--- config.mk ---
export PLATFORM = sky130hd
export DESIGN_NAME = spi_master_param
export DESIGN_NICKNAME = d
export VERILOG_FILES = /design/src/rtl/spi_master_param.sv
export SDC_FILE = /design/constraint.sdc
export NUM_CORES = 1
export LEC_CHECK = 0
export BUFFER_PORTS_ARGS = -buffer_cell sky130_fd_sc_hd__buf_2
export CORE_ASPECT_RATIO = 0.6
export CORE_MARGIN = 2
export CORE_UTILIZATION = 35
export DETAILED_ROUTE_END_ITERATION = 6
export PLACE_DENSITY_LB_ADDON = 0.12
export SYNTH_ARGS = -nofsm -noshare
export SYNTH_HDL_FRONTEND = slang
export SYNTH_SLANG_ARGS = --single-unit
--- constraint.sdc ---
create_clock -name clk -period 2.13 [get_ports clk]
set_clock_uncertainty 0.2 [all_clocks]
set_input_delay 0.1065 -clock clk [delete_from_list [all_inputs] [get_ports clk]]
set_output_delay 0.1065 -clock clk [all_outputs]
set_load 0.1 [all_outputs]
--- src/rtl/spi_master_param.sv ---
// spi_master_param
// Parametrised full-duplex SPI master. A word accepted on the tx handshake
// is framed by one active-low chip select and shifted out on mosi. miso is
// shifted in at the same time. The received word is presented with a
// one-cycle rx_valid pulse.
// Sequence: IDLE -> SETUP -> SHIFT -> HOLD -> IDLE.
// The accept cycle already drives cs_n low, which adds one cycle of cs_n
// setup ahead of the CLK_DIV-cycle SETUP phase. As a result the accept edge
// to rx_valid latency is (2*DATA_WIDTH+2)*CLK_DIV+1 cycles.
module spi_master_param #(
   parameter int DATA_WIDTH = 8,
   parameter int CLK_DIV    = 2,
   parameter int NUM_SLAVES = 2,
   parameter int LSB_FIRST  = 0,
   localparam int SEL_W     = (NUM_SLAVES > 1) ? $clog2(NUM_SLAVES) : 1
) (
   input  logic                  clk,
   input  logic                  reset,
   input  logic                  enable,
   input  logic                  tx_valid,
   output logic                  tx_ready,
   input  logic [DATA_WIDTH-1:0] tx_data,
   input  logic [SEL_W-1:0]      slave_sel,
   input  logic                  cpol,
   input  logic                  cpha,
   output logic                  rx_valid,
   output logic [DATA_WIDTH-1:0] rx_data,
   output logic                  busy,
   output logic                  sclk,
   output logic                  mosi,
   input  logic                  miso,
   output logic [NUM_SLAVES-1:0] cs_n
);

   localparam int BCW = $clog2(DATA_WIDTH) + 1;
   localparam int DCW = $clog2(CLK_DIV) + 1;

   localparam logic [DCW-1:0] DIV_ZERO  = {DCW{1'b0}};
   localparam logic [DCW-1:0] DIV_ONE   = DCW'(1);
   localparam logic [DCW-1:0] DIV_LAST  = DCW'(CLK_DIV - 1);
   localparam logic [DCW-1:0] DIV_SETUP = DCW'(CLK_DIV);
   localparam logic [BCW-1:0] BIT_ZERO  = {BCW{1'b0}};
   localparam logic [BCW-1:0] BIT_ONE   = BCW'(1);
   localparam logic [BCW-1:0] BIT_LAST  = BCW'(DATA_WIDTH - 1);
   localparam logic [NUM_SLAVES-1:0] CS_IDLE = {NUM_SLAVES{1'b1}};

   typedef enum logic [1:0] {
      ST_IDLE  = 2'd0,
      ST_SETUP = 2'd1,
      ST_SHIFT = 2'd2,
      ST_HOLD  = 2'd3
   } state_t;

   state_t                state_r, state_s;
   logic [DCW-1:0]        div_cnt_r, div_cnt_s;
   logic [BCW-1:0]        bit_cnt_r, bit_cnt_s;
   logic [DATA_WIDTH-1:0] tx_sh_r, tx_sh_s;
   logic [DATA_WIDTH-1:0] rx_sh_r, rx_sh_s;
   logic                  cpol_r, cpol_s;
   logic                  cpha_r, cpha_s;
   logic                  sclk_r, sclk_s;
   logic                  mosi_r, mosi_s;
   logic [NUM_SLAVES-1:0] cs_n_r, cs_n_s;
   logic                  tx_ready_r, tx_ready_s;
   logic                  rx_valid_r, rx_valid_s;
   logic [DATA_WIDTH-1:0] rx_data_r, rx_data_s;
   logic                  busy_r, busy_s;

   // Bit that goes on the wire next, for the configured bit order.
   function automatic logic first_bit(input logic [DATA_WIDTH-1:0] w);
      if (LSB_FIRST != 0) first_bit = w[0];
      else                first_bit = w[DATA_WIDTH-1];
   endfunction

   // Discard the bit just transmitted.
   function automatic logic [DATA_WIDTH-1:0] tx_shift(input logic [DATA_WIDTH-1:0] w);
      if (LSB_FIRST != 0) tx_shift = {1'b0, w[DATA_WIDTH-1:1]};
      else                tx_shift = {w[DATA_WIDTH-2:0], 1'b0};
   endfunction

   // Insert a received bit so that the word is correctly ordered after DATA_WIDTH bits.
   function automatic logic [DATA_WIDTH-1:0] rx_shift(input logic [DATA_WIDTH-1:0] w,
                                                      input logic b);
      if (LSB_FIRST != 0) rx_shift = {b, w[DATA_WIDTH-1:1]};
      else                rx_shift = {w[DATA_WIDTH-2:0], b};
   endfunction

   // One-hot active-low decode. An out-of-range index leaves every select high.
   function automatic logic [NUM_SLAVES-1:0] cs_decode(input logic [SEL_W-1:0] sel);
      cs_decode = CS_IDLE;
      for (int i = 0; i < NUM_SLAVES; i++) begin
         if (SEL_W'(i) == sel) cs_decode[i] = 1'b0;
         else                  cs_decode[i] = 1'b1;
      end
   endfunction

   // Next-state and next-output logic for the transfer sequencer.
   always_comb begin
      state_s    = state_r;
      div_cnt_s  = div_cnt_r;
      bit_cnt_s  = bit_cnt_r;
      tx_sh_s    = tx_sh_r;
      rx_sh_s    = rx_sh_r;
      cpol_s     = cpol_r;
      cpha_s     = cpha_r;
      sclk_s     = sclk_r;
      mosi_s     = mosi_r;
      cs_n_s     = cs_n_r;
      tx_ready_s = 1'b0;
      rx_valid_s = 1'b0;
      rx_data_s  = rx_data_r;
      busy_s     = busy_r;

      if (!enable && (state_r != ST_IDLE)) begin
         // Abort: release the bus at once and drop the partial word.
         state_s   = ST_IDLE;
         div_cnt_s = DIV_ZERO;
         cs_n_s    = CS_IDLE;
         sclk_s    = cpol_r;
         mosi_s    = 1'b0;
         busy_s    = 1'b0;
      end else begin
         case (state_r)
            ST_IDLE: begin
               sclk_s = cpol;
               mosi_s = 1'b0;
               cs_n_s = CS_IDLE;
               busy_s = 1'b0;
               if (enable && tx_valid && tx_ready_r) begin
                  state_s   = ST_SETUP;
                  div_cnt_s = DIV_ZERO;
                  bit_cnt_s = BIT_ZERO;
                  rx_sh_s   = {DATA_WIDTH{1'b0}};
                  cpol_s    = cpol;
                  cpha_s    = cpha;
                  cs_n_s    = cs_decode(slave_sel);
                  busy_s    = 1'b1;
                  if (cpha) begin
                     mosi_s  = 1'b0;
                     tx_sh_s = tx_data;
                  end else begin
                     mosi_s  = first_bit(tx_data);
                     tx_sh_s = tx_shift(tx_data);
                  end
               end else begin
                  tx_ready_s = enable;
               end
            end
            ST_SETUP: begin
               if (div_cnt_r == DIV_SETUP) begin
                  state_s   = ST_SHIFT;
                  div_cnt_s = DIV_ZERO;
               end else begin
                  div_cnt_s = div_cnt_r + DIV_ONE;
               end
            end
            ST_SHIFT: begin
               if (div_cnt_r == DIV_LAST) begin
                  div_cnt_s = DIV_ZERO;
                  if (sclk_r == cpol_r) begin
                     // Leading edge.
                     sclk_s = ~cpol_r;
                     if (cpha_r) begin
                        mosi_s  = first_bit(tx_sh_r);
                        tx_sh_s = tx_shift(tx_sh_r);
                     end else begin
                        rx_sh_s = rx_shift(rx_sh_r, miso);
                     end
                  end else begin
                     // Trailing edge closes one bit.
                     sclk_s    = cpol_r;
                     bit_cnt_s = bit_cnt_r + BIT_ONE;
                     if (cpha_r) begin
                        rx_sh_s = rx_shift(rx_sh_r, miso);
                     end else if (bit_cnt_r != BIT_LAST) begin
                        mosi_s  = first_bit(tx_sh_r);
                        tx_sh_s = tx_shift(tx_sh_r);
                     end else begin
                        mosi_s  = mosi_r;
                     end
                     if (bit_cnt_r == BIT_LAST) state_s = ST_HOLD;
                     else                       state_s = ST_SHIFT;
                  end
               end else begin
                  div_cnt_s = div_cnt_r + DIV_ONE;
               end
            end
            ST_HOLD: begin
               sclk_s = cpol_r;
               if (div_cnt_r == DIV_LAST) begin
                  state_s    = ST_IDLE;
                  div_cnt_s  = DIV_ZERO;
                  cs_n_s     = CS_IDLE;
                  mosi_s     = 1'b0;
                  rx_data_s  = rx_sh_r;
                  rx_valid_s = 1'b1;
                  busy_s     = 1'b0;
               end else begin
                  div_cnt_s = div_cnt_r + DIV_ONE;
               end
            end
            default: begin
               state_s   = ST_IDLE;
               div_cnt_s = DIV_ZERO;
               cs_n_s    = CS_IDLE;
               busy_s    = 1'b0;
            end
         endcase
      end
   end

   // State, datapath and output registers with synchronous active-low reset.
   always_ff @(posedge clk) begin
      if (!reset) begin
         state_r    <= ST_IDLE;
         div_cnt_r  <= DIV_ZERO;
         bit_cnt_r  <= BIT_ZERO;
         tx_sh_r    <= {DATA_WIDTH{1'b0}};
         rx_sh_r    <= {DATA_WIDTH{1'b0}};
         cpol_r     <= 1'b0;
         cpha_r     <= 1'b0;
         sclk_r     <= 1'b0;
         mosi_r     <= 1'b0;
         cs_n_r     <= CS_IDLE;
         tx_ready_r <= 1'b0;
         rx_valid_r <= 1'b0;
         rx_data_r  <= {DATA_WIDTH{1'b0}};
         busy_r     <= 1'b0;
      end else begin
         state_r    <= state_s;
         div_cnt_r  <= div_cnt_s;
         bit_cnt_r  <= bit_cnt_s;
         tx_sh_r    <= tx_sh_s;
         rx_sh_r    <= rx_sh_s;
         cpol_r     <= cpol_s;
         cpha_r     <= cpha_s;
         sclk_r     <= sclk_s;
         mosi_r     <= mosi_s;
         cs_n_r     <= cs_n_s;
         tx_ready_r <= tx_ready_s;
         rx_valid_r <= rx_valid_s;
         rx_data_r  <= rx_data_s;
         busy_r     <= busy_s;
      end
   end

   assign tx_ready = tx_ready_r;
   assign rx_valid = rx_valid_r;
   assign rx_data  = rx_data_r;
   assign busy     = busy_r;
   assign sclk     = sclk_r;
   assign mosi     = mosi_r;
   assign cs_n     = cs_n_r;

endmodule

* Word-level counts from Yosys, hierarchy flattened *
Index checks and enable logic that the tools add are counted.

word-level totals
  register bits = 41
  latch bits = 0
  RAM bits = 0
  bits in read-only memories = 0
  input bits = 16
  output and inout port bits = 15
  logic and storage cells = 113
  memories = 0

operators by class
  add/sub/neg operators = 2
  multipliers = 0
  divide/modulo/power cells = 0
  magnitude comparators = 0
  equal/unequal tests = 19
  shift-type cells = 0
  muxes and demuxes = 50
  bitwise operators = 5
  reduce and logical (&&, ||, !) cells = 23

operators by type and width
  kind                 count
  $mux 8               12
  $pmux 8 s2           2
  $mux 2               10
  $ne 3x3->1 const B   6
  $mux 1               16
  $mux 4               3
  $reduce_and 6->1     2
  $ne 2x2->1 const B   5
  $reduce_and 5->1     2
  $pmux 2 s4           1
  $pmux 4 s2           1
  $reduce_and 7->1     1
  $eq 2x2->1 const B   3
  $pmux 1 s3           2
  $pmux 2 s3           1
  $reduce_and 3->1     2
  $reduce_bool 2->1    3
  $not 1->1            5
  $add 4x1->4 const B  1
  $eq 2x1->1 const B   2
  $eq 4x3->1 const B   1
  $ne 4x3->1 const B   1
  $pmux 2 s2           1
  $reduce_and 2->1     2
  11 further kinds     14

* Longest topological paths before layout *
Gate-level depths: netlist (run 1).

  depth after elaboration = 6
  mapped depth = 8
  mapped depth without buffers = 6

* Worst setup path before layout (run 1) *
Ideal clock, no wire load.

  kind = reg2reg
  start point = reg sclk_r, in the netlist sclk
  end point = reg tx_sh_r[0]
  library setup time = 0.116 ns
  data arrival time = 2.282 ns
  required time = 1.814 ns
  slack = -0.468 ns
  stages on the path, launching flop included = 6
  path buffers = 1
  clock period less this slack = 2.598 ns
  cell sequence = dfxtp_1 > xnor2_1 > or4_4 > a31o_1 > buf_6 > a31o_1

between the ends
  cells in the longest elaborated chain, start to end = 4
  elaborated cells between the ends (all ways) = 7
  classes of those cells = eq/ne: 3; mux: 3; reduce/logical: 1

RTL lines
  item                      RTL line  source
  start: declaration        61        logic sclk_r, sclk_s;
  start signal: assignment  237       sclk_r <= sclk_s;
  $eq 1x1->1 (*)            160       if (sclk_r == cpol_r) begin
  $mux 8                    160
  $mux 8                    158       if (div_cnt_r == DIV_LAST) begin
  $pmux 8 s2                123       case (state_r)
  end signal: assignment    218       tx_sh_r <= {DATA_WIDTH{1'b0}};
  end signal: assignment    233       tx_sh_r <= tx_sh_s;
  end: declaration          57        logic [DATA_WIDTH-1:0] tx_sh_r, tx_sh_s;

Every way passes the cells marked *; elsewhere a longest branch is shown, timed or not. The select of a mux whose other input is x is not followed.
A chain may end at the register's enable or synchronous reset.

* Worst setup path after layout (run 1) *
  start point = reg bit_cnt_r[0]
  end point = reg tx_sh_r[0]

between the ends
  cells in the longest elaborated chain, start to end = 3

RTL lines
  item                               RTL line  source
  start: declaration                 56        logic [BCW-1:0] bit_cnt_r, bit_cnt_s;
  start signal: assignment           232       bit_cnt_r <= bit_cnt_s;
  $ne 4x3->1                         175       end else if (bit_cnt_r != BIT_LAST) begin
  $ne 3x3->1 (no source line)        n/a
  $reduce_and 7->1 (no source line)  n/a

Every way passes these cells.

==> insert_results.sql, run 1 <==
INSERT INTO impl_metrics (metric_group, metric, value, unit) VALUES
('die', 'core_region_area', '6080', 'sq um'),
('sta', 'fmax', '485', 'MHz'),
('drt', 'vias', '1878', ''),
('setup_path', 'cp.arrival', '2050', 'ps'),
('logic_synthesis', 'synth_enable_flop_cells', '0', ''),
('logic_synthesis', 'synth.ff_latch_count', '41', ''),
('setup_path', 'critical_path_required', '2110', 'ps'),
('setup_path', 'path_class', 'register to register', ''),
('die', 'die_height', '65.2', 'um'),
('logic_synthesis', 'syn_nets', '274', ''),
('clock_tree', 'tritoncts.num_buffers', '5', ''),
('logic_synthesis', 'most_frequent_cell_after_synthesis', 'sky130_fd_sc_hd__dfxtp_1', ''),
('die', 'fp.dieW', '106', 'um'),
('drt', 'route.detailed.drc', '0', ''),
('setup_path', 'worstPathCellList', 'ha_1 -> and3b_1 -> or4_4 -> a31o_2 -> a31o_1', ''),
('finish', 'regArea', '826', 'sq um'),
('logic_synthesis', 'post_synth_main_area_contributors', 'sky130_fd_sc_hd__dfxtp_1 (38%), sky130_fd_sc_hd__mux2i_1 (11%), sky130_fd_sc_hd__nand2_1 (6.5%)', ''),
('setup_path', 'cpLargestDelayFamily', 'simple AND/OR/NAND/NOR gates', ''),
('die', 'start_util', '36.0', '%'),
('logic_synthesis', 'netlist_instances', '253', ''),
('clock_tree', 'clock-sinks', '41', ''),
('finish', 'area_growth_from_synthesis_to_final_layout', '22.6', '%'),
('sta', 'finalWorstPathRequiredPeriod', '2060', 'ps'),
('logic_synthesis', 'synth_ff_type', 'sky130_fd_sc_hd__dfxtp_1', ''),
('grt', 'antenna_found_initial', '0', ''),
('sta', 'fin_ws', '66.7', 'ps'),
('clock_tree', 'cts.path.max_buffers', '2', ''),
('finish', 'filler_cell_count', '609', ''),
('drt', 'drt_wl_total', '4930', 'um'),
('sta', 'worst-slew-pin-transition', '490', 'ps'),
('clock_tree', 'cts_htree_levels', '2', ''),
('logic_synthesis', 'netlist_top_cells_count', 'sky130_fd_sc_hd__dfxtp_1 (41), sky130_fd_sc_hd__nand2_1 (38), sky130_fd_sc_hd__mux2i_1 (25), sky130_fd_sc_hd__nand3_1 (21), sky130_fd_sc_hd__o21ai_0 (13)', ''),
('setup_path', 'slowest_stage', 'sky130_fd_sc_hd__or4_4', ''),
('placement', 'post_dp_cell_area', '2480', 'sq um'),
('die', 'die_area', '6920', 'sq um'),
('logic_synthesis', 'postSynthAreaPerCell', '8.64', 'sq um'),
('drt', 'routedWlPerCell', '13.1', 'um'),
('die', 'std_cell_rows', '22', ''),
('finish', 'num-nets-final', '313', ''),
('clock_tree', 'later_pin_clock_latency_in_the_skew_report', '290', 'ps'),
('logic_synthesis', 'synth-seq-area-share', '37.5', '%'),
('grt', 'maximum_number_of_pins_on_one_net_before_global_route_repair', '26', ''),
('sta', 'setup_repair_after_global_routing_missed_its_margin', 'false', ''),
('placement', 'gpl.final_weighted_congestion', '0.791', ''),
('clock_tree', 'clk_pin_slew', '70', 'ps'),
('sta', 'slew_violations', '0', ''),
('grt', 'vias_in_the_first_global_route', '1530', ''),
('pwr', 'power_density', '783', 'nW/um^2'),
('logic_synthesis', 'yosysWarnings', '0', ''),
('finish', 'finish.instance_area', '2680', 'sq um'),
('sta', 'timing.slew.headroom', '67.6', '%'),
('sta', 'timing.final.crit_share', '96.9', '%'),
('drt', 'drt_first_pass_iters', '4', ''),
('logic_synthesis', 'netlist_area', '2190', 'sq um'),
('worst_hold_path', 'worstHoldPathType', 'input pin to register', ''),
('placement', 'dpl.hpwl', '3490', 'um'),
('setup_path', 'critical-path-max-stage-delay', '420', 'ps'),
('setup_path', 'critical_path.endpoint_type', 'register', ''),
('grt', 'grt_resource_usage_total', '14.9', '%'),
('setup_path', 'cp.buffers_inverters', '0', ''),
('clock_tree', 'cts_tree', 'yes', ''),
('sta', 'finalSetupViolCount', '0', ''),
('drt', 'antenna_left', '0', ''),
('placement', 'numPortBuffers', '30', ''),
('logic_synthesis', 'post-synth-top-area-fraction', '37.5', '%'),
('sta', 'hold_slack', '57.0', 'ps'),
('worst_hold_path', 'worstHoldStart', 'tx_data[0]', ''),
('setup_path', 'crit_path_launch_type', 'register', ''),
('sta', 'timing_hold_violations_final', '0', ''),
('run_status', 'run_status', 'completed', ''),
('die', 'number_of_top_level_design_ports', '31', '');
-- stage by stage --
step	utilization (%)	power, mW
6_report	44.1	2.10
2_1_floorplan	-	1.19
4_1_cts	43.8	2.11
3_5_place_dp	40.8	1.35
3_3_place_gp	40.8	1.36
5_1_grt	44.1	2.21
-- cell usage in the layout, fill, tap and decap left out, types with 2 or more instances in the layout --
| master | n |
|---|---|
| sky130_fd_sc_hd__bufinv_16 | 2 |
| sky130_fd_sc_hd__clkbuf_8 | 5 |
| sky130_fd_sc_hd__nand3_1 | 21 |
| sky130_fd_sc_hd__a31oi_1 | 3 |
| sky130_fd_sc_hd__o21a_1 | 2 |
| sky130_fd_sc_hd__inv_1 | 4 |
| sky130_fd_sc_hd__and3_1 | 3 |
| sky130_fd_sc_hd__a21o_1 | 3 |
| sky130_fd_sc_hd__nand3b_1 | 4 |
| sky130_fd_sc_hd__a21oi_1 | 5 |
| sky130_fd_sc_hd__a21boi_0 | 3 |
| sky130_fd_sc_hd__buf_4 | 13 |
| sky130_fd_sc_hd__dlygate4sd3_1 | 5 |
| sky130_fd_sc_hd__nor4b_1 | 2 |
| sky130_fd_sc_hd__mux2i_1 | 25 |
| sky130_fd_sc_hd__dfxtp_1 | 39 |
| sky130_fd_sc_hd__nor2_1 | 4 |
| sky130_fd_sc_hd__a211oi_1 | 3 |
| sky130_fd_sc_hd__o21ai_0 | 13 |
| sky130_fd_sc_hd__nor2b_1 | 12 |
| sky130_fd_sc_hd__o22ai_1 | 2 |
| sky130_fd_sc_hd__buf_12 | 2 |
| sky130_fd_sc_hd__nor3_1 | 2 |
| sky130_fd_sc_hd__o311ai_0 | 8 |
| sky130_fd_sc_hd__nand2b_1 | 12 |
| sky130_fd_sc_hd__buf_2 | 30 |
| sky130_fd_sc_hd__nand2_1 | 38 |
| sky130_fd_sc_hd__ha_1 | 3 |
-- worst min-delay path: stages --
cell                      delay, ps
sky130_fd_sc_hd__buf_2          110
sky130_fd_sc_hd__nand2_1         50
sky130_fd_sc_hd__nor4b_1         50
sky130_fd_sc_hd__a31o_1         180
-- power by group --
part           switching (mW)  total [mW]  leakage, nW  internal (mW)
logic                   0.319       0.537        0.652          0.218
clock network           0.279       0.745       0.0681          0.466
registers              0.0212       0.818        0.332          0.797
-- state kept, by name, summed over array words and instances (netlist names), 2 cells and up --
signal / cells
rx_sh_r: 8
div_cnt_r: 2
bit_cnt_r: 4
tx_sh_r: 8
rx_data: 8
cs_n: 2
state_r: 2
-- area by class of cell --
class	instances	area share, %
Clock buffer	5	2.57
Timing Repair Buffer	50	12.6
Sequential cell	41	30.8
Inverter	4	0.560
Clock inverter	3	2.43
Tap cell	84	3.92
Multi-Input combinational cell	190	47.1
-- kinds of logic after synthesis --
kind of cell    count (synthesis)  share of synthesized area (%)
simple gates                  109                           26.2
compound gates                 49                           15.2
flops                          41                           37.5
mux                            25                           11.4
buf+inv                        22                           5.38
fa+ha+maj                       5                           2.86
xor+xnor                        2                           1.43
-- timing repair --
| action | in CTS | in global routing |
|---|---|---|
| hold endpoints to repair | 6 | 0 |
| pin swaps | 0 | 0 |
| endpoints found under the setup margin | 1 | 1 |
| hold buffers | 5 | 0 |
| buffers inserted | 0 | 0 |
| gates cloned | 0 | 0 |
| gates resized for setup | 1 | 3 |
-- worst paths after layout --
kind                                                 to  depth (start not counted)
worst max-delay path            tx_sh_r[0]$_SDFFE_PN0P_                          5
worst min-delay path            tx_sh_r[0]$_SDFFE_PN0P_                          4
worst max register to register  tx_sh_r[0]$_SDFFE_PN0P_                          5
worst min register to register        mosi$_SDFFE_PP0P_                          2
-- per-layer routing --
layer	GRT usage, %	wire length [um]	part of all wire [%]
met5	0	0	0
met4	3.45	33	0.67
met3	4.17	283	5.7
met2	18.6	1740	35
met1	24.0	2880	58
No activity file was read; power rests on OpenSTA's default activity.
==> inputs of run 2 (changes only) <==
- CTS_BUF_LIST: not set -> sky130_fd_sc_hd__clkbuf_4
==> run 2 against run 1 <==
Compared with the run above: routed wire length decreased by 0.45%; critical path type unchanged; combinational power increased by 1%; sequential power about the same; non-clock buffer count increased by 4; design area increased by 0.47%; clock power decreased by 16%; final cell count increased by 1.1%; die area unchanged; core utilization increased by 0.21 points.
==> insert_results.sql, run 2 (synthesis results as in run 1) <==
INSERT INTO impl_metrics (metric_group, metric, value, unit) VALUES
('drt', 'vias_per_cell', '4.89', ''),
('setup_path', 'critical_path_required', '2180', 'ps'),
('worst_hold_path', 'timing.hold.worst_path_depth', '5', ''),
('clock_tree', 'cts.root.buffer_cell', 'sky130_fd_sc_hd__clkbuf_4', ''),
('drt', 'drt_wl_total', '4910', 'um'),
('setup_path', 'worst-r2r-setup-slack', '70', 'ps'),
('finish', 'area_growth_from_synthesis_to_final_layout', '23.2', '%'),
('placement', 'gpl.final_weighted_congestion', '0.791', ''),
('drt', 'dr.first_iter.drc_count', '114', ''),
('drt', 'route.detailed.drc', '0', ''),
('grt', 'vias_in_the_first_global_route', '1507', ''),
('sta', 'timing.final.crit_share', '96.7', '%'),
('sta', 'slew_violations', '0', ''),
('finish', 'layout-drive-gt1-share', '20.9', '%'),
('setup_path', 'critical-path-max-stage-delay', '420', 'ps'),
('worst_hold_path', 'worstHoldStart', 'tx_data[6]', ''),
('sta', 'timing.slew.headroom', '67.6', '%'),
('setup_path', 'worstPathCellList', 'ha_1 -> and3b_1 -> or4_4 -> a31o_2 -> a31o_1', ''),
('setup_path', 'cp.arrival', '2110', 'ps'),
('sta', 'timing_hold_violations_final', '0', ''),
('placement', 'dpl.cell_count', '364', ''),
('setup_path', 'crit_path_launch_type', 'register', ''),
('drt', 'drt_first_pass_iters', '4', ''),
('grt', 'maximum_number_of_pins_on_one_net_before_global_route_repair', '26', ''),
('clock_tree', 'cts_htree_levels', '2', ''),
('run', 'cap_viol_max_count', '0', ''),
('setup_path', 'regToRegStartpoint', 'bit_cnt_r[0]$_SDFFE_PN0P_', ''),
('placement', 'numPortBuffers', '30', ''),
('placement', 'preCtsSetupSlack', '13.0', 'ps'),
('sta', 'finalSetupTns', '0', 'ps'),
('pwr', 'power_density', '739', 'nW/um^2'),
('die', 'start_util', '36.0', '%'),
('pwr', 'ir_worst_vdd', '0.280', 'mV'),
('clock_tree', 'tritoncts.num_buffers', '5', ''),
('setup_path', 'reg2reg_depth', '5', ''),
('die', 'fp.dieW', '106', 'um'),
('die', 'die_height', '65.2', 'um'),
('drt', 'vias', '1864', ''),
('die', 'number_of_top_level_design_ports', '31', ''),
('clock_tree', 'cts.path.max_buffers', '2', ''),
('setup_path', 'rr_endpoint', 'tx_sh_r[0]$_SDFFE_PN0P_', ''),
('sta', 'setup_repair_after_global_routing_missed_its_margin', 'false', ''),
('run_status', 'run_status', 'completed', ''),
('worst_hold_path', 'worstHoldEndpoint', 'tx_sh_r[6]$_SDFFE_PN0P_', ''),
('clock_tree', 'clk_pin_slew', '130', 'ps'),
('setup_path', 'critical_path.endpoint_type', 'register', ''),
('setup_path', 'cpLargestDelayFamily', 'simple AND/OR/NAND/NOR gates', ''),
('finish', 'num-nets-final', '317', ''),
('clock_tree', 'cts_tree', 'yes', ''),
('grt', 'grt_overflow_total', '0', ''),
('grt', 'grt_first_pass_wirelength', '7950', 'um'),
('sta', 'finalWorstPathRequiredPeriod', '2060', 'ps'),
('finish', 'finish.cell_count_without_fillers', '381', ''),
('finish', 'antenna_cells_inserted', '0', ''),
('die', 'die_area', '6920', 'sq um'),
('clock_tree', 'clock-sinks', '41', ''),
('grt', 'grt_resource_usage_total', '14.8', '%'),
('clock_tree', 'post-cts-setup-buffer-count', '0', ''),
('finish', 'finish.instance_area', '2690', 'sq um'),
('sta', 'worst-slew-pin-transition', '490', 'ps'),
('placement', 'dpl.hpwl', '3490', 'um'),
('pwr', 'power_leakage', '1.06', 'nW'),
('finish', 'most_common_cell_after_layout_fill_and_taps_aside', 'sky130_fd_sc_hd__dfxtp_1', ''),
('setup_path', 'slowest_stage', 'sky130_fd_sc_hd__or4_4', ''),
('sta', 'finalSetupViolCount', '0', ''),
('finish', 'most-common-layout-cells', 'sky130_fd_sc_hd__dfxtp_1 (39), sky130_fd_sc_hd__nand2_1 (38), sky130_fd_sc_hd__buf_2 (30)', ''),
('clock_tree', 'later_pin_clock_latency_in_the_skew_report', '350', 'ps'),
('drt', 'antenna_left', '0', ''),
('finish', 'utilization_after_layout', '44.3', '%'),
('setup_path', 'critPathMaxFanout', '8', ''),
('drt', 'routedWlPerCell', '12.9', 'um'),
('die', 'std_cell_rows', '22', ''),
('sta', 'fmax', '486', 'MHz'),
('sta', 'fin_ws', '70.8', 'ps'),
('setup_path', 'path_class', 'register to register', ''),
('die', 'core_region_area', '6080', 'sq um'),
('placement', 'post_dp_cell_area', '2480', 'sq um'),
('grt', 'antenna_found_initial', '0', ''),
('worst_hold_path', 'worstHoldPathType', 'input pin to register', ''),
('setup_path', 'cp.buffers_inverters', '0', '');
==> run 2: cell types whose count changed in the layout (fill, tap and decap cells not counted), sizes merged <==
| cell | change |
|---|---|
| dlygate4sd3 | +4 |
==> run 2: what timing repair did <==
item | CTS | global route
pin swaps | 0 | 0
setup endpoints to repair | 1 | 1
hold buffers | 8 | 1
resized for setup | 1 | 4
endpoints found under the hold margin | 15 | 1
==> run 2: worst max path at each step <==
stage / to / depth (start not counted) / startpoint / slack, ps
after floorplan: tx_sh_r[0]$_SDFFE_PN0P_ / 5 / sclk$_SDFFE_PN0P_ / 90
after global placement: tx_sh_r[0]$_SDFFE_PN0P_ / 5 / bit_cnt_r[0]$_SDFFE_PN0P_ / 30
after detailed placement: tx_sh_r[0]$_SDFFE_PN0P_ / 5 / bit_cnt_r[0]$_SDFFE_PN0P_ / 10
after CTS: bit_cnt_r[0]$_SDFFE_PN0P_ / 7 / state_r[1]$_SDFFE_PP0P_ / 20
after global routing: tx_sh_r[0]$_SDFFE_PN0P_ / 5 / bit_cnt_r[0]$_SDFFE_PN0P_ / 5
final: tx_sh_r[0]$_SDFFE_PN0P_ / 5 / bit_cnt_r[0]$_SDFFE_PN0P_ / 70
==> run 2: through the flow <==
| step | hold slack (ps) | power (mW) |
|---|---|---|
| floorplan | 51.7 | 1.19 |
| global placement | 170 | 1.36 |
| detailed placement | 169 | 1.35 |
| CTS | 0.233 | 1.99 |
| global route | 11.6 | 2.10 |
| finish | 10.1 | 1.99 |
==> run 2: power by group <==
group          total [mW]  leakage [nW]  internal [mW]  switching [mW]
logic               0.543         0.670          0.224           0.320
registers           0.819         0.332          0.798          0.0209
clock network       0.629        0.0552          0.364           0.266
total                1.99          1.06           1.38           0.606
==> run 2: per-layer routing <==
metal | wire, um | GRT usage [%] | share of wire [%]
met1 | 2860 | 23.9 | 58
met2 | 1730 | 18.3 | 35
met3 | 288 | 4.17 | 5.9
met4 | 30 | 3.45 | 0.61
met5 | 0 | 0 | 0
==> run 2: cell type report <==
type / instances / area [sq um]
fill: 610 / 3390
multi-input combinational: 190 / 1260
sequential: 41 / 826
timing repair buffer: 54 / 382
tap: 84 / 105
clock inverter: 3 / 65.1
clock buffer: 5 / 37.5
inverter: 4 / 15.0
==> run 2: tightest hold or removal path, cell delays in order <==
cell	delay, ps
sky130_fd_sc_hd__buf_2	100
sky130_fd_sc_hd__mux2i_1	120
sky130_fd_sc_hd__o21ai_0	80
sky130_fd_sc_hd__nand2_1	60
sky130_fd_sc_hd__mux2i_1	60
==> inputs of run 3 (changes only) <==
- RECOVER_POWER: not set -> 100
==> run 3 against run 2 <==
Compared with the run above: total power decreased by 0.45%; sequential cell count is the same; global-route usage unchanged; first-iteration DRC count increased by 29%; largest cell class unchanged; via count fell by 0.21%; largest power group unchanged.
==> insert_results.sql, run 3 (synthesis results as in run 1) <==
INSERT INTO impl_metrics (metric_group, metric, value, unit) VALUES
('run_status', 'run_status', 'completed', ''),
('grt', 'grt_resource_usage_total', '14.8', '%'),
('die', 'die_height', '65.2', 'um'),
('sta', 'finalSetupTns', '0', 'ps'),
('setup_path', 'critical_path_required', '2170', 'ps'),
('finish', 'antenna_cells_inserted', '0', ''),
('setup_path', 'critical-path-max-stage-delay', '420', 'ps'),
('clock_tree', 'cts_htree_levels', '2', ''),
('clock_tree', 'tritoncts.num_buffers', '5', ''),
('drt', 'vias_per_cell', '4.88', ''),
('sta', 'timing.final.crit_share', '96.9', '%'),
('sta', 'worst-slew-pin-transition', '1160', 'ps'),
('setup_path', 'crit_path_launch_type', 'register', ''),
('finish', 'finish.cell_count_without_fillers', '381', ''),
('clock_tree', 'cts.root.buffer_cell', 'sky130_fd_sc_hd__clkbuf_4', ''),
('grt', 'vias_in_the_first_global_route', '1507', ''),
('grt', 'grt_overflow_total', '0', ''),
('setup_path', 'cp.buffers_inverters', '0', ''),
('sta', 'slew_violations', '0', ''),
('finish', 'most-common-layout-cells', 'sky130_fd_sc_hd__dfxtp_1 (39), sky130_fd_sc_hd__nand2_1 (38), sky130_fd_sc_hd__mux2i_1 (25)', ''),
('die', 'start_util', '36.0', '%'),
('drt', 'drt_first_pass_iters', '4', ''),
('clock_tree', 'later_pin_clock_latency_in_the_skew_report', '350', 'ps'),
('run', 'cap_viol_max_count', '0', ''),
('setup_path', 'critical_path.endpoint_type', 'register', ''),
('grt', 'grt_util_met2', '18.3', '%'),
('finish', 'most_common_cell_after_layout_fill_and_taps_aside', 'sky130_fd_sc_hd__dfxtp_1', ''),
('clock_tree', 'cts.path.max_buffers', '2', ''),
('grt', 'antenna_found_initial', '0', ''),
('finish', 'num-nets-final', '317', ''),
('sta', 'timing.slew.headroom', '22.9', '%'),
('grt', 'maximum_number_of_pins_on_one_net_before_global_route_repair', '26', ''),
('sta', 'fmax', '485', 'MHz'),
('sta', 'setup_repair_after_global_routing_missed_its_margin', 'false', ''),
('finish', 'layout-drive-gt1-share', '18.5', '%'),
('grt', 'grtUsageMet3', '4.17', '%'),
('placement', 'preCtsSetupSlack', '13.0', 'ps'),
('sta', 'finalWorstPathRequiredPeriod', '2060', 'ps'),
('placement', 'numPortBuffers', '30', ''),
('die', 'std_cell_rows', '22', ''),
('pwr', 'total_power', '1.98', 'mW'),
('die', 'fp.dieW', '106', 'um'),
('placement', 'dpl.hpwl', '3490', 'um'),
('die', 'core_region_area', '6080', 'sq um'),
('setup_path', 'cpLargestDelayFamily', 'simple AND/OR/NAND/NOR gates', ''),
('setup_path', 'slowest_stage', 'sky130_fd_sc_hd__or4_4', ''),
('drt', 'vias', '1860', ''),
('drt', 'antenna_left', '0', ''),
('grt', 'grt_first_pass_wirelength', '7950', 'um'),
('worst_hold_path', 'worstHoldPathType', 'input pin to register', ''),
('pwr', 'power_leakage', '1.03', 'nW'),
('pwr', 'ir_worst_vdd', '0.280', 'mV'),
('drt', 'route.detailed.drc', '0', ''),
('drt', 'dr.first_iter.drc_count', '147', ''),
('clock_tree', 'cts_tree', 'yes', ''),
('sta', 'finalSetupViolCount', '0', ''),
('sta', 'hold_slack', '12.9', 'ps'),
('sta', 'fin_ws', '66.3', 'ps'),
('pwr', 'power_density', '741', 'nW/um^2'),
('setup_path', 'path_class', 'register to register', ''),
('die', 'number_of_top_level_design_ports', '31', ''),
('drt', 'routedWlPerCell', '12.9', 'um'),
('grt', 'grtUsageMet1', '23.9', '%'),
('drt', 'drt_wl_total', '4900', 'um'),
('setup_path', 'critPathMaxFanout', '8', ''),
('placement', 'gpl.final_weighted_congestion', '0.791', ''),
('finish', 'filler_cell_count', '612', ''),
('sta', 'timing_hold_violations_final', '0', ''),
('die', 'die_area', '6920', 'sq um'),
('clock_tree', 'clock-sinks', '41', ''),
('grt', 'grt-busiest-layer', 'met1', ''),
('placement', 'dpl.cell_count', '364', ''),
('setup_path', 'worstPathCellList', 'ha_1 -> and3b_1 -> or4_4 -> a31o_2 -> a31o_1', ''),
('finish', 'area_growth_from_synthesis_to_final_layout', '22.3', '%'),
('setup_path', 'cp.arrival', '2110', 'ps'),
('clock_tree', 'clk_pin_slew', '130', 'ps');
[run 3: cell count changes in the layout (fill, tap and decap cells not counted), moves of 3 or more]
cell	previous run	this run
sky130_fd_sc_hd__buf_2	30	15
sky130_fd_sc_hd__clkbuf_2	0	13
sky130_fd_sc_hd__clkbuf_1	0	5
sky130_fd_sc_hd__buf_4	12	9
[run 3: layout make-up]
class	count	area [sq um]	share of cell area, %
Multi-Input combinational cell	190	1260	47.1
Clock inverter	3	65.1	2.43
Tap cell	84	105	3.93
Inverter	4	15.0	0.561
Timing Repair Buffer	54	368	13.8
Clock buffer	5	37.5	1.40
Sequential cell	41	826	30.9
[run 3: layer usage]
metal	share of wire, %	vias up
li1	-	992
met1	58	810
met2	35	56
met3	6.4	2
met4	0.39	0
met5	0	-
[run 3: final timing paths]
path | startpoint | to | slack, ps | cells after the start
worst max-delay path | bit_cnt_r[0]$_SDFFE_PN0P_ | tx_sh_r[0]$_SDFFE_PN0P_ | 70 | 5
worst min-delay path | tx_data[6] | tx_sh_r[6]$_SDFFE_PN0P_ | 10 | 5
worst max register to register | bit_cnt_r[0]$_SDFFE_PN0P_ | tx_sh_r[0]$_SDFFE_PN0P_ | 70 | 5
worst min register to register | tx_sh_r[2]$_SDFFE_PN0P_ | tx_sh_r[2]$_SDFFE_PN0P_ | 260 | 2
[run 3: timing repair]
action,in CTS,in global routing
setup endpoints to repair,1,1
resized for setup,1,4
hold endpoints to repair,15,1
setup buffers,0,0
hold buffers,8,1
[run 3: worst min-delay path, cell delays in order]
cell	delay, ps
sky130_fd_sc_hd__buf_2	100
sky130_fd_sc_hd__mux2i_1	120
sky130_fd_sc_hd__o21ai_0	80
sky130_fd_sc_hd__nand2_1	60
sky130_fd_sc_hd__mux2i_1	60
[run 3: through the flow]
step	utilization (%)	area, sq um
6_report	44.0	2680
5_1_grt	44.0	2680
4_1_cts	43.8	2670
3_5_place_dp	40.8	2480
3_3_place_gp	40.8	2480
2_1_floorplan	-	2190
[run 3: report_power, final]
part	leakage [nW]	switching, mW	internal, mW	total [mW]
Sequential	0.332	0.0214	0.798	0.819
Clock	0.0552	0.266	0.364	0.629
Combinational	0.645	0.319	0.215	0.534
